**config.mk**
```make
export PLATFORM = sky130hd
export DESIGN_NAME = moving_average_ring_flat
export DESIGN_NICKNAME = d
export VERILOG_FILES = /design/src/rtl/moving_average_ring_pkg.sv /design/src/rtl/moving_average_ring_if.sv /design/src/rtl/moving_average_ring_ring.sv /design/src/rtl/moving_average_ring.sv /design/src/flat_wrapper.sv
export SDC_FILE = /design/constraint.sdc
export NUM_CORES = 1
export LEC_CHECK = 0
export CAP_MARGIN = 10
export CORE_ASPECT_RATIO = 1.75
export CORE_UTILIZATION = 45
export DETAILED_ROUTE_END_ITERATION = 12
export PLACE_DENSITY = 0.65
export RECOVER_POWER = 50
export SLEW_MARGIN = 20
export SYNTH_ARGS = -nofsm -noshare
export SYNTH_HDL_FRONTEND = slang
export SYNTH_HIERARCHICAL = 1
export SYNTH_SLANG_ARGS = --single-unit
```
**constraint.sdc**
```tcl
create_clock -name clk -period 9 [get_ports clk]
set_clock_uncertainty 0.05 [all_clocks]
set_input_delay 1.8 -clock clk [delete_from_list [all_inputs] [get_ports clk]]
set_output_delay 1.8 -clock clk [all_outputs]
set_load 0.1 [all_outputs]
```
**src/rtl/moving_average_ring_pkg.sv**
```systemverilog
// Shared constants and helpers for the moving-average ring filter.
package moving_avg_pkg;

  // out_mode encodings
  localparam logic OUT_SLIDING = 1'b0;
  localparam logic OUT_DECIM   = 1'b1;

  // Depth of the sample ring for a given log2 window limit.
  function automatic int calc_max_win(input int log2_max_win);
    return 1 << log2_max_win;
  endfunction

  // Accumulator width: one extra bit per doubling of the window keeps the sum exact.
  function automatic int calc_sum_width(input int data_width, input int log2_max_win);
    return data_width + log2_max_win;
  endfunction

  // Requested window exponent, limited to what the ring can hold.
  function automatic logic [7:0] clamp_k(input logic [7:0] sel, input logic [7:0] max_k);
    return (sel > max_k) ? max_k : sel;
  endfunction

endpackage

```
**src/rtl/moving_average_ring_if.sv**
```systemverilog
// Stream and control bundle between the sample source and the filter.
//
// Handshake: din_valid is a pure strobe with no back-pressure. A sample is
// taken on every rising edge where din_valid=1, enable=1 and clear=0.
// dout_valid is a one-cycle pulse marking the cycle in which dout changed;
// consumers must capture dout on that pulse, there is no ready signal.
interface moving_average_ring_if #(
  parameter int DATA_WIDTH = 16,
  parameter int WSEL_WIDTH = 3
);
  logic                         enable;
  logic                         clear;
  logic        [WSEL_WIDTH-1:0] win_sel;
  logic                         out_mode;
  logic                         din_valid;
  logic signed [DATA_WIDTH-1:0] din;
  logic signed [DATA_WIDTH-1:0] dout;
  logic                         dout_valid;
  logic                         win_full;

  modport master (
    output enable, clear, win_sel, out_mode, din_valid, din,
    input  dout, dout_valid, win_full
  );

  modport slave (
    input  enable, clear, win_sel, out_mode, din_valid, din,
    output dout, dout_valid, win_full
  );
endinterface

```
**src/rtl/moving_average_ring_ring.sv**
```systemverilog
// Circular sample store: one write port at wr_ptr, combinational read of the
// sample that sits rd_off entries behind wr_ptr (the one leaving the window).
module ma_sample_ring
  import moving_avg_pkg::*;
#(
  parameter int DATA_WIDTH   = 16,
  parameter int LOG2_MAX_WIN = 4
) (
  input  logic                           clk,
  input  logic                           we,
  input  logic        [LOG2_MAX_WIN-1:0] wr_ptr,
  input  logic        [LOG2_MAX_WIN-1:0] rd_off,
  input  logic signed [DATA_WIDTH-1:0]   wdata,
  output logic signed [DATA_WIDTH-1:0]   rd_data
);

  localparam int DEPTH = calc_max_win(LOG2_MAX_WIN);

  logic signed [DATA_WIDTH-1:0] mem_q [DEPTH];
  logic        [LOG2_MAX_WIN-1:0] rd_idx;

  // Index arithmetic wraps naturally; an offset of a full ring reads wr_ptr itself.
  assign rd_idx  = wr_ptr - rd_off;
  assign rd_data = mem_q[rd_idx];

  // Sample storage; contents are meaningless until written, so no reset.
  always_ff @(posedge clk) begin
    if (we) mem_q[wr_ptr] <= wdata;
  end

endmodule

```
**src/rtl/moving_average_ring.sv**
```systemverilog
// Exact sliding boxcar mean over the last 2^k signed samples, k chosen at run
// time. Keeps a running sum, adds each new sample and subtracts the one that
// drops out of the window, then rounds and shifts by k for the mean.
module moving_average_ring
  import moving_avg_pkg::*;
#(
  parameter int DATA_WIDTH   = 16,
  parameter int LOG2_MAX_WIN = 4,
  parameter int WSEL_WIDTH   = 3
) (
  input  logic                  clk,
  input  logic                  rst,
  moving_average_ring_if.slave  bus
);

  localparam int SW = calc_sum_width(DATA_WIDTH, LOG2_MAX_WIN);
  localparam int FW = LOG2_MAX_WIN + 1;
  localparam int AW = LOG2_MAX_WIN;

  logic        [WSEL_WIDTH-1:0] k_sel, k_q, k_d;
  logic        [FW-1:0]         n_win;
  logic        [FW-1:0]         fill_q, fill_d, fill_base;
  logic        [FW-1:0]         dec_q, dec_d, dec_base;
  logic        [AW-1:0]         wr_ptr_q, wr_ptr_d;
  logic signed [SW-1:0]         sum_q, sum_d, sum_base, next_sum, round_bias, rounded;
  logic signed [DATA_WIDTH-1:0] dout_q, dout_d, oldest;
  logic                         dout_valid_q, dout_valid_d;
  logic                         win_full_q, win_full_d;
  logic                         win_change, accept, ring_we, old_full;

  // Window exponent after clamping, and the window length it implies.
  assign k_sel      = WSEL_WIDTH'(clamp_k(8'(bus.win_sel), 8'(LOG2_MAX_WIN)));
  assign n_win      = FW'(1) << k_sel;
  assign win_change = (k_sel != k_q);
  assign accept     = bus.enable & bus.din_valid & ~bus.clear;

  // A window change flushes, but a sample in the same cycle still starts the new window.
  assign sum_base  = win_change ? '0 : sum_q;
  assign fill_base = win_change ? '0 : fill_q;
  assign dec_base  = win_change ? '0 : dec_q;
  assign old_full  = (fill_base == n_win);

  // Half-LSB of the shifted result, so the shift rounds half toward +inf.
  assign round_bias = (k_sel == '0) ? '0 : (SW'(1) << (k_sel - 1'b1));

  ma_sample_ring #(
    .DATA_WIDTH   (DATA_WIDTH),
    .LOG2_MAX_WIN (LOG2_MAX_WIN)
  ) u_ring (
    .clk     (clk),
    .we      (ring_we),
    .wr_ptr  (wr_ptr_q),
    .rd_off  (n_win[AW-1:0]),
    .wdata   (bus.din),
    .rd_data (oldest)
  );

  // Next-state for sum, fill, decimation count, write pointer and outputs.
  always_comb begin
    k_d          = k_sel;
    sum_d        = sum_q;
    fill_d       = fill_q;
    dec_d        = dec_q;
    wr_ptr_d     = wr_ptr_q;
    dout_d       = dout_q;
    dout_valid_d = 1'b0;
    win_full_d   = win_full_q;
    next_sum     = '0;
    rounded      = '0;
    ring_we      = 1'b0;
    if (bus.clear) begin
      sum_d      = '0;
      fill_d     = '0;
      dec_d      = '0;
      win_full_d = 1'b0;
    end else if (accept) begin
      ring_we    = 1'b1;
      wr_ptr_d   = wr_ptr_q + 1'b1;
      next_sum   = sum_base + SW'(bus.din) - (old_full ? SW'(oldest) : SW'(0));
      sum_d      = next_sum;
      fill_d     = old_full ? n_win : fill_base + 1'b1;
      dec_d      = (dec_base == n_win - 1'b1) ? '0 : dec_base + 1'b1;
      win_full_d = (fill_d == n_win);
      if ((fill_d == n_win) &&
          ((bus.out_mode == OUT_SLIDING) || (dec_base == n_win - 1'b1))) begin
        dout_valid_d = 1'b1;
        rounded      = next_sum + round_bias;
        dout_d       = DATA_WIDTH'(rounded >>> k_sel);
      end
    end else if (win_change) begin
      sum_d      = '0;
      fill_d     = '0;
      dec_d      = '0;
      win_full_d = 1'b0;
    end
  end

  // State and output registers.
  always_ff @(posedge clk or posedge rst) begin
    if (rst) begin
      k_q          <= '0;
      sum_q        <= '0;
      fill_q       <= '0;
      dec_q        <= '0;
      wr_ptr_q     <= '0;
      dout_q       <= '0;
      dout_valid_q <= 1'b0;
      win_full_q   <= 1'b0;
    end else begin
      k_q          <= k_d;
      sum_q        <= sum_d;
      fill_q       <= fill_d;
      dec_q        <= dec_d;
      wr_ptr_q     <= wr_ptr_d;
      dout_q       <= dout_d;
      dout_valid_q <= dout_valid_d;
      win_full_q   <= win_full_d;
    end
  end

  assign bus.dout       = dout_q;
  assign bus.dout_valid = dout_valid_q;
  assign bus.win_full   = win_full_q;

endmodule

```
**src/flat_wrapper.sv**
```systemverilog
// flat-port wrapper written by rule: the top's interface ports become plain ports
module moving_average_ring_flat import moving_avg_pkg::*;
#(
  parameter int DATA_WIDTH   = 16,
  parameter int LOG2_MAX_WIN = 4,
  parameter int WSEL_WIDTH   = 3
)
  (clk, rst, bus_enable, bus_clear, bus_win_sel, bus_out_mode, bus_din_valid, bus_din, bus_dout, bus_dout_valid, bus_win_full);
  moving_average_ring_if #(.DATA_WIDTH(DATA_WIDTH), .WSEL_WIDTH(WSEL_WIDTH)) bus_i ();
  input  logic clk;
  input  logic rst;
  input wire logic [$bits(bus_i.enable)-1:0] bus_enable;
  input wire logic [$bits(bus_i.clear)-1:0] bus_clear;
  input wire logic [$bits(bus_i.win_sel)-1:0] bus_win_sel;
  input wire logic [$bits(bus_i.out_mode)-1:0] bus_out_mode;
  input wire logic [$bits(bus_i.din_valid)-1:0] bus_din_valid;
  input wire logic [$bits(bus_i.din)-1:0] bus_din;
  output wire logic [$bits(bus_i.dout)-1:0] bus_dout;
  output wire logic [$bits(bus_i.dout_valid)-1:0] bus_dout_valid;
  output wire logic [$bits(bus_i.win_full)-1:0] bus_win_full;
  assign bus_i.enable = bus_enable;
  assign bus_i.clear = bus_clear;
  assign bus_i.win_sel = bus_win_sel;
  assign bus_i.out_mode = bus_out_mode;
  assign bus_i.din_valid = bus_din_valid;
  assign bus_i.din = bus_din;
  assign bus_dout = bus_i.dout;
  assign bus_dout_valid = bus_i.dout_valid;
  assign bus_win_full = bus_i.win_full;
  moving_average_ring #(.DATA_WIDTH(DATA_WIDTH), .LOG2_MAX_WIN(LOG2_MAX_WIN), .WSEL_WIDTH(WSEL_WIDTH)) u_core (.clk(clk), .rst(rst), .bus(bus_i));
endmodule
```
# Word level (Yosys, flattened, before mapping)
# Memory sizes are Yosys's and may differ from the RTL's.
# Cells that the tools add are included.
[word_totals] ff_bits=55 mem_bits_rw=256 input_bits=25 output_inout_bits=18 word_cells=60 mem_count=1
[memory_table] memory="u_core.u_ring.mem_q" depth=16 word_bits=16 rd=1 rd_clocked_by_memory_dff=0 write_ports=1 line_no="moving_average_ring_ring.sv:19" source="logic signed [DATA_WIDTH-1:0] mem_q [DEPTH];"
[op_classes] add_sub_neg=9 order_cmp=1 eq_ne=4 shift=3 muxes=24 n_bitwise=4 reduce_logical=6
[ops] cell="$mux 20" n=5
[ops] cell="$mux 5" n=8
[ops] cell="$add 20x16->20" n=1
[ops] cell="$add 20x20->20" n=1
[ops] cell="$shl 1x3->20 const A" n=1
[ops] cell="$sshr 20x3->16" n=1
[ops] cell="$sub 20x20->20" n=1
[ops] cell="$eq 5x5->1" n=3
[ops] cell="$add 5x1->5 const B" n=2
[ops] cell="$mux 1" n=10
[ops] cell="$shl 1x3->5 const A" n=1
[ops] cell="$sub 5x1->5 const B" n=1
[ops] cell="$add 4x1->4 const B" n=1
[ops] cell="$sub 4x4->4" n=1
[ops] cell="$gt 3x3->1 const B" n=1
[ops] cell="$logic_not 3->1" n=1
[ops] cell="$mux 3" n=1
[ops] cell="$ne 3x3->1" n=1
[ops] cell="$reduce_and 3->1" n=1
[ops] cell="$reduce_bool 3->1" n=1
[ops] cell="$sub 3x1->3 const B" n=1
[ops] cell="$and 1x1->1" n=2
[ops] cell="$not 1->1" n=2
[ops] cell="$reduce_and 2->1" n=1
[ops] cell="other kinds (2)" n=2

# Logic depth before layout (Yosys ltp)
# Gate-level depths: netlist of run 1.
[depth] word_depth=11 depth_mapped=33 mapped_depth_nobuf=29

# Cells and area by module
# Netlist of run 1, hierarchy kept.
[by_module_without_submodules] mod="ma_sample_ring" instances=1 cells_each=485 area_each_um2=10201.0 seq_area_each_um2=7687.4
[by_module_without_submodules] mod="moving_average_ring" instances=1 cells_each=702 area_each_um2=5743.0 seq_area_each_um2=1376.3

# Least setup slack after synthesis of run 1
# OpenSTA, ideal clock, no wires.
[synth_path] path_type="input to register" startpoint="input port bus_win_sel[1]" endpoint="register u_core.dout_q[13], in the netlist u_core/bus.dout[13]" setup_time_ns=0.129 t_arrival_ns=7.840 required_time_ns=8.821 slack_ns=0.982 stages=30 path_buffers=4 path_cell_list="buf_6 > buf_2 > nor2_1 > nand2_1 > inv_1 > ha_1 > inv_1 > fa_1 > buf_6 > clkbuf_1 > mux4_2 > nand4_1 > nand3_1 > and3_1 > ha_1 > inv_1 > ha_1 > fa_1 > a211o_1 > a21o_1 > xor2_1 > ha_1 > nand3_1 > o21ai_0 > nand4_2 > or3b_4 > xor2_2 > a21oi_1 > a221oi_1 > a21oi_1"
[synth_between] elab_chain_len=9 elab_cells_between_ends=27 classes_between="add/sub (7); order compare (1); eq/ne (4); shift (3); mux (7); reduce/logical (4); memory (1)"
[synth_rtl] item="start: declaration" line_no="flat_wrapper.sv:14" source="input wire logic [$bits(bus_i.win_sel)-1:0] bus_win_sel;"
[synth_rtl] item="$gt 3x3->1" line_no="moving_average_ring_pkg.sv:20" source="return (sel > max_k) ? max_k : sel;"
[synth_rtl] item="$mux 3 (*)" line_no="moving_average_ring_pkg.sv:20"
[synth_rtl] item="$shl 1x3->5 (*)" line_no="moving_average_ring.sv:33" source="assign n_win = FW'(1) << k_sel;"
[synth_rtl] item="net u_core.n_win[0]" line_no="moving_average_ring.sv:21" source="logic [FW-1:0] n_win;"
[synth_rtl] item="$sub 4x4->4 (*)" line_no="moving_average_ring_ring.sv:23" source="assign rd_idx = wr_ptr - rd_off;"
[synth_rtl] item="$mem_v2 16x16 (*)"
[synth_rtl] item="net u_core.oldest[0]" line_no="moving_average_ring.sv:26" source="logic signed [DATA_WIDTH-1:0] dout_q, dout_d, oldest;"
[synth_rtl] item="$mux 20 (*)" line_no="moving_average_ring.sv:79" source="next_sum = sum_base + SW'(bus.din) - (old_full ? SW'(oldest) : SW'(0));"
[synth_rtl] item="$sub 20x20->20 (*)" line_no="moving_average_ring.sv:79"
[synth_rtl] item="$add 20x20->20 (*)" line_no="moving_average_ring.sv:87" source="rounded = next_sum + round_bias;"
[synth_rtl] item="$sshr 20x3->16 (*)" line_no="moving_average_ring.sv:88" source="dout_d = DATA_WIDTH'(rounded >>> k_sel);"
[synth_rtl] item="end signal: assignment" line_no="moving_average_ring.sv:115" source="dout_q <= dout_d;"
[synth_rtl] item="end: declaration" line_no="moving_average_ring.sv:26"
# Mark *: on every way through the listed nets, which the timed path passes. The rest lies on a longest branch.
# A chain may end at the register's enable or synchronous reset.

# Worst setup path in the final report of run 1
[layout_path] startpoint="input port bus_win_sel[2]" endpoint="register u_core.dout_q[15], in the netlist u_core/bus.dout[15]"
# The elaborated chain is that of the path after synthesis.

==> results of run 1 <==
[worst max-delay path: cells and delay by family]
family / cells / cell delay [ns]
and+or+nand+nor: 9 / 1.81
adders and majority gates: 4 / 1.68
buffers and inverters: 6 / 1.38
AOI/OAI and AO/OA: 5 / 0.96
xor gates and xnor gates: 2 / 0.72
muxes: 1 / 0.38
[state kept, by name, indices dropped and copies added, names as in the netlist]
signal                 cells
u_core/bus.dout_valid      1
u_core/bus.dout           16
u_core/dec_q               5
u_core/fill_q              5
u_core/bus.win_full        1
u_core/k_q                 3
u_core/wr_ptr_q            4
u_core/sum_q              20
u_core/u_ring/mem_q      256
[layout by cell type, fill, tap and decap left out, types with 9 or more instances in the layout]
cell type          n
fa_1              20
clkbuf_1           9
nand4_1           41
edfxtp_1         256
nor2_1            56
mux4_2            46
and3_1            18
mux4_1            18
clkdlybuf4s50_1   23
a211oi_1          21
a22o_1            19
dfrtp_1           55
inv_1             68
nand3_1           47
buf_4             37
and2_1            15
xnor2_1           25
a21oi_1           65
a21o_1             9
ha_1              34
o21ai_0           30
nand2_1          112
xor2_1            16
clkbuf_16         29
nor3_1            10
dlygate4sd3_1     19
[layer usage]
metal | part of all wire, % | GRT usage, % | vias up
met5 | 0 | 0 | -
met4 | 4.5 | 10.3 | 0
met3 | 3.9 | 2.50 | 108
met2 | 55 | 40.1 | 287
met1 | 37 | 23.9 | 5017
li1 | - | - | 4583
[power by group through the flow]
stage	clock [W]	combinational (W)	sequential, W
5_1_grt	0.00127	0.00368	0.00171
2_1_floorplan	0	0.00244	0.00192
6_report	0.00120	0.00339	0.00170
3_3_place_gp	0	0.00334	0.00173
3_5_place_dp	0	0.00337	0.00173
4_1_cts	0.00122	0.00338	0.00170
[through the flow]
stage | cells | cell area (um^2) | worst slack [ns] | hold slack [ns]
finish | 1715 | 17800 | 0.636 | 0.443
global route | 1715 | 17800 | 0.219 | 0.465
CTS | 1715 | 17800 | 0.709 | 0.447
floorplan | 1190 | 16000 | 0.982 | 0.391
detailed placement | 1665 | 16900 | 0.127 | 0.430
global placement | 1665 | 16900 | 0.141 | 0.428
[kinds of logic after synthesis]
logic type,after synthesis
adders and majority gates,56
other,1
DFF,311
and+or+nand+nor,346
AOI/OAI and AO/OA,205
xor gates and xnor gates,47
buffers and inverters,143
muxes,78
[cell type report]
| cell class | count | area (um^2) |
|---|---|---|
| clock buffers | 33 | 741 |
| clock inverters | 17 | 168 |
| fillers | 3032 | 16900 |
| inverters | 72 | 272 |
| multi-input cells | 736 | 6200 |
| flip-flops and latches | 311 | 9060 |
| well taps | 460 | 576 |
| repair buffers | 86 | 757 |
[worst max-delay path by stage]
stage                               end  cells past startpoint            from  slack [ns]
global route        u_core/bus.dout[15]                     27  bus_win_sel[2]        0.22
global placement    u_core/bus.dout[15]                     27  bus_win_sel[2]        0.14
CTS                 u_core/bus.dout[15]                     27  bus_win_sel[2]        0.71
finish              u_core/bus.dout[15]                     27  bus_win_sel[2]        0.64
detailed placement  u_core/bus.dout[15]                     27  bus_win_sel[2]        0.13
floorplan           u_core/bus.dout[13]                     30  bus_win_sel[1]        0.98
==> out/qor.csv, run 1 <==
metric;value;unit
CP startpoint kind;input pin;
Reg-to-Reg Start;u_core/wr_ptr_q[0];
Clk network pwr share;19.0;%
Req. time, crit path;9.42;ns
Starting Density;46.0;%
PostCTS Resize Cnt;0;
adder-cell share of the synthesized area;5.38;%
R2R depth;24;
Hold Crit Start;u_core/bus.dout[7];
drt pass-1 iters;7;
status;complete, but fails checks;
slowest stage delay, CP;0.55;ns
diodes inserted;0;
Final TNS setup;0;ns
largest family of logic cells by synthesized area;simple AND/OR/NAND/NOR gates;
top cells by area, synth;edfxtp_1, dfrtp_1, mux4_2;
switching share of power;42.7;%
post-CTS setup buffer count;0;
r2r setup slk;2.23;ns
Via density;5.83;
aggregate global-route resource usage;21.6;%
Final Core Density;51.3;%
IO Pins;43;
number of synthesized flops with an enable pin;256;
xor and xnor area share after synthesis;2.77;%
final wirelength;37800;um
VDD IR max;0.161;mV
Sink Count;311;
top-count cell post-synth;edfxtp_1;
Setup violations, final;0;
register clock-pin slew on the reported worst setup and hold paths;0.08;ns
initial drt markers;626;
Max Slew Vio Count;56;
mux contribution to synthesized area;10.4;%
maximum clock rate;120;MHz
Synth Flop Type;edfxtp_1;
post-synthesis compound-gate area fraction;9.00;%
Antenna Nets Post-Route;0;
asr flop ratio synth;17.7;%
detailed-route via count;9995;
total gr overflow;0;
post-synth top area share;48.2;%
P&R area growth vs syn;11.5;%
Final Cycle Share;92.9;%
normalized max-slew margin;-121;%
Yosys top cell by area;edfxtp_1;
Power per Cell Area;354;nW/um^2
Gate Count Post-Synth;1187;
clock buffer depth;3;
cell depth of the worst hold path;1;
H-tree lvl count;1;
Worst-Skew Late Latency;0.56;ns
Worst Hold Path EP;u_core/bus.dout[7];
# hold bufs at CTS;0;
RSZ-0062 raised after global routing;false;
Num CTS Buffers;28;
Slowest cell on crit path;fa_2;
Mapped Avg Cell Area;13.4;um^2
clk root buf;clkbuf_16;
die height;251;um
combinational fraction of design power;53.9;%
fraction of layout cells with a size suffix above 1;14.6;%
vias in the first global route;10400;
Port Buf Inserts;42;
row cnt;90;
synth unique cells;89;
Max-cap violations;1;
TritonCTS clock tree;done;
synthesized cell area;15900;um^2
Synth Register Bits;311;
core outline area;34700;um^2
WP data arrival;8.79;ns
Final Net Count;1316;
Synth warnings;6;
Tot Pwr;0.00629;W
largest net degree at the start of global routing;56;
sequential cell fraction of total power;27.1;%
Post-DP HPWL;25600;um
Critical Path End Type;flip-flop;
Int Power;0.00360;W
Crit Path Category;input pin to flip-flop;
first-pass GRT wire length;58300;um
worst-margin pin slew;3.31;ns
Period minus WS final;8.36;ns
Leak Pwr;6.50;nW
most instantiated cells after synthesis;edfxtp_1, nand2_1, inv_1;
CP max FO;34;
drt wl/cell;22.0;um
GPL Wtd Cong;0.958;
# DRC;0;
initial antenna violation count;0;
Simple-Gate Fraction of Synth Area;10.9;%
Sw Pwr;0.00269;W
failing checks;capacitance limit, slew limit;
die footprint;36200;um^2
die width;144;um
final-report hold violation count;0;
sequential area share after synthesis;56.8;%
hold crit path type;flip-flop to flip-flop;
capturing point of the worst reg2reg path;u_core/bus.dout[15];
Power figures use the tool's default switching activity.
==> inputs of run 2 (changes only) <==
--- a/config.mk
+++ b/config.mk
@@ -9,9 +9,8 @@
 export CORE_ASPECT_RATIO = 1.75
 export CORE_UTILIZATION = 45
 export DETAILED_ROUTE_END_ITERATION = 12
-export PLACE_DENSITY = 0.65
+export PLACE_DENSITY = 0.7
 export RECOVER_POWER = 50
-export SLEW_MARGIN = 20
 export SYNTH_ARGS = -nofsm -noshare
 export SYNTH_HDL_FRONTEND = slang
 export SYNTH_HIERARCHICAL = 1
==> out/qor.csv, run 2 (synthesis results as in run 1) <==
metric;value;unit;change
P&R area growth vs syn;11.9;%;
core outline area;34700;um^2;unchanged
CP max FO;36;;+5.9%
Antenna Nets Post-Route;0;;unchanged
PostCTS Resize Cnt;0;;unchanged
final-report hold violation count;0;;unchanged
Setup violations, final;0;;unchanged
clock buffer depth;3;;unchanged
normalized max-slew margin;-110;%;+11 points
Max-cap violations;1;;unchanged
max FFs per register;256;;unchanged
total gr overflow;0;;unchanged
register clock-pin slew on the reported worst setup and hold paths;0.07;ns;about the same
first-pass GRT wire length;57100;um;-2.0%
largest net degree at the start of global routing;56;;unchanged
capturing point of the worst reg2reg path;u_core/bus.dout[15];;
Final Cycle Share;93.3;%;+0.42 points
Max Slew Vio Count;56;;unchanged
# fillers;3004;;-0.92%
area of the multi-input gates;6200;um^2;about the same
fraction of layout cells with a size suffix above 1;14.4;%;-0.19 points
R2R depth;22;;-8.3%
initial drt markers;553;;-12%
final hold slack;0.437;ns;-0.00655 ns
Via density;5.86;;+0.60%
Num CTS Buffers;28;;unchanged
VDD IR max;0.157;mV;-2.7%
hold crit path type;flip-flop to flip-flop;;
Register Area;9060;um^2;unchanged
Port Buf Inserts;42;;unchanged
drt wl/cell;21.1;um;-4.2%
row cnt;90;;unchanged
most flop-heavy register;u_core/u_ring/mem_q;;
GPL Wtd Cong;0.947;;-1.2%
failing checks;capacitance limit, slew limit;;
Critical Path End Type;flip-flop;;
detailed-route via count;10100;;+0.83%
H-tree lvl count;1;;unchanged
commonest non-fill, non-tap cell in the layout;edfxtp_1;;
Leak Pwr;6.53;nW;+0.43%
die footprint;36200;um^2;unchanged
aggregate global-route resource usage;20.8;%;-0.80 points
Placement Setup Slack;0.307;ns;+0.181 ns
Final TNS setup;0;ns;unchanged
Starting Density;46.0;%;unchanged
r2r setup slk;2.13;ns;-0.10 ns
clk root buf;clkbuf_16;;
Power per Cell Area;357;nW/um^2;+0.83%
fin area;17800;um^2;+0.35%
Post-DP HPWL;25200;um;-1.6%
initial antenna violation count;1;;+1
WP data arrival;8.81;ns;+0.02 ns
vias in the first global route;10600;;+2.5%
Worst-Skew Late Latency;0.57;ns;about the same
Worst Hold Path EP;u_core/bus.dout[6];;
Period minus WS final;8.40;ns;+0.0375 ns
placed cell area;16900;um^2;about the same
# hold bufs at CTS;0;;unchanged
die height;251;um;unchanged
Hold Crit Start;u_core/bus.dout[6];;
Reg-to-Reg Start;u_core/wr_ptr_q[0];;
Crit Path Category;input pin to flip-flop;;
maximum clock rate;119;MHz;-0.45%
worst-margin pin slew;3.15;ns;-0.164 ns
post-CTS setup buffer count;0;;unchanged
drt pass-1 iters;5;;-2
Sink Count;311;;unchanged
RSZ-0062 raised after global routing;false;;
CP startpoint kind;input pin;;
Final Net Count;1317;;+0.076%
TritonCTS clock tree;done;;
setup ws final;0.599;ns;-0.0375 ns
most frequent cells in the layout;edfxtp_1, nand2_1, inv_1;;
status;complete, but fails checks;;
die width;144;um;unchanged
cell depth of the worst hold path;1;;unchanged
final wirelength;36300;um;-3.9%
IO Pins;43;;unchanged
# DRC;0;;unchanged
Req. time, crit path;9.41;ns;about the same
==> run 2: stage by stage <==
stage / cells / util (%) / power [W]
detailed placement: 1666 / 48.7 / 0.00511
CTS: 1718 / 51.5 / 0.00638
global placement: 1666 / 48.7 / 0.00506
floorplan: 1190 / - / 0.00436
global route: 1718 / 51.4 / 0.00672
finish: 1719 / 51.4 / 0.00637
==> run 2: worst max-delay path by stage <==
stage	startpoint	end	slack [ns]
floorplan	bus_win_sel[1]	u_core/bus.dout[13]	0.98
global placement	bus_win_sel[2]	u_core/bus.dout[14]	0.40
detailed placement	bus_win_sel[2]	u_core/bus.dout[14]	0.31
CTS	bus_win_sel[2]	u_core/bus.dout[14]	0.89
global route	bus_win_sel[1]	u_core/bus.dout[15]	0.38
finish	bus_win_sel[2]	u_core/bus.dout[15]	0.60
==> run 2: worst max-delay path, cell delays in order <==
cell	delay (ns)
clkdlybuf4s50_1	0.42
nor2_1	0.32
nand2_1	0.12
inv_1	0.18
ha_4	0.16
inv_1	0.04
fa_2	0.67
buf_12	0.27
buf_4	0.26
mux4_2	0.33
nand2_1	0.09
a22o_1	0.15
nand3_1	0.07
and3_1	0.16
fa_1	0.48
inv_1	0.05
ha_1	0.40
a21oi_1	0.27
o21ai_1	0.19
a211oi_1	0.48
o21ai_0	0.27
xnor2_1	0.53
nor4_1	0.14
nand2_1	0.11
xor2_1	0.41
a211oi_1	0.15
o31ai_1	0.23
==> run 2: cell type report <==
cell class | count | area share, %
well taps | 460 | 3.23
repair buffers | 87 | 4.31
clock inverters | 20 | 1.26
diodes | 1 | 0.0140
inverters | 72 | 1.52
flip-flops and latches | 311 | 50.8
multi-input cells | 736 | 34.7
clock buffers | 32 | 4.13
==> run 2: routing by layer <==
metal	up-vias	GRT usage (%)	share of wire (%)
met5	-	0	0
met4	0	10.5	5.0
met3	124	2.40	4.5
met1	5025	22.2	35
met2	340	39.2	56
li1	4589	-	-
==> run 2: where the power goes <==
part           internal, W  switching [W]
combinational      0.00132        0.00209
clock             0.000710       0.000539
sequential         0.00165      0.0000593
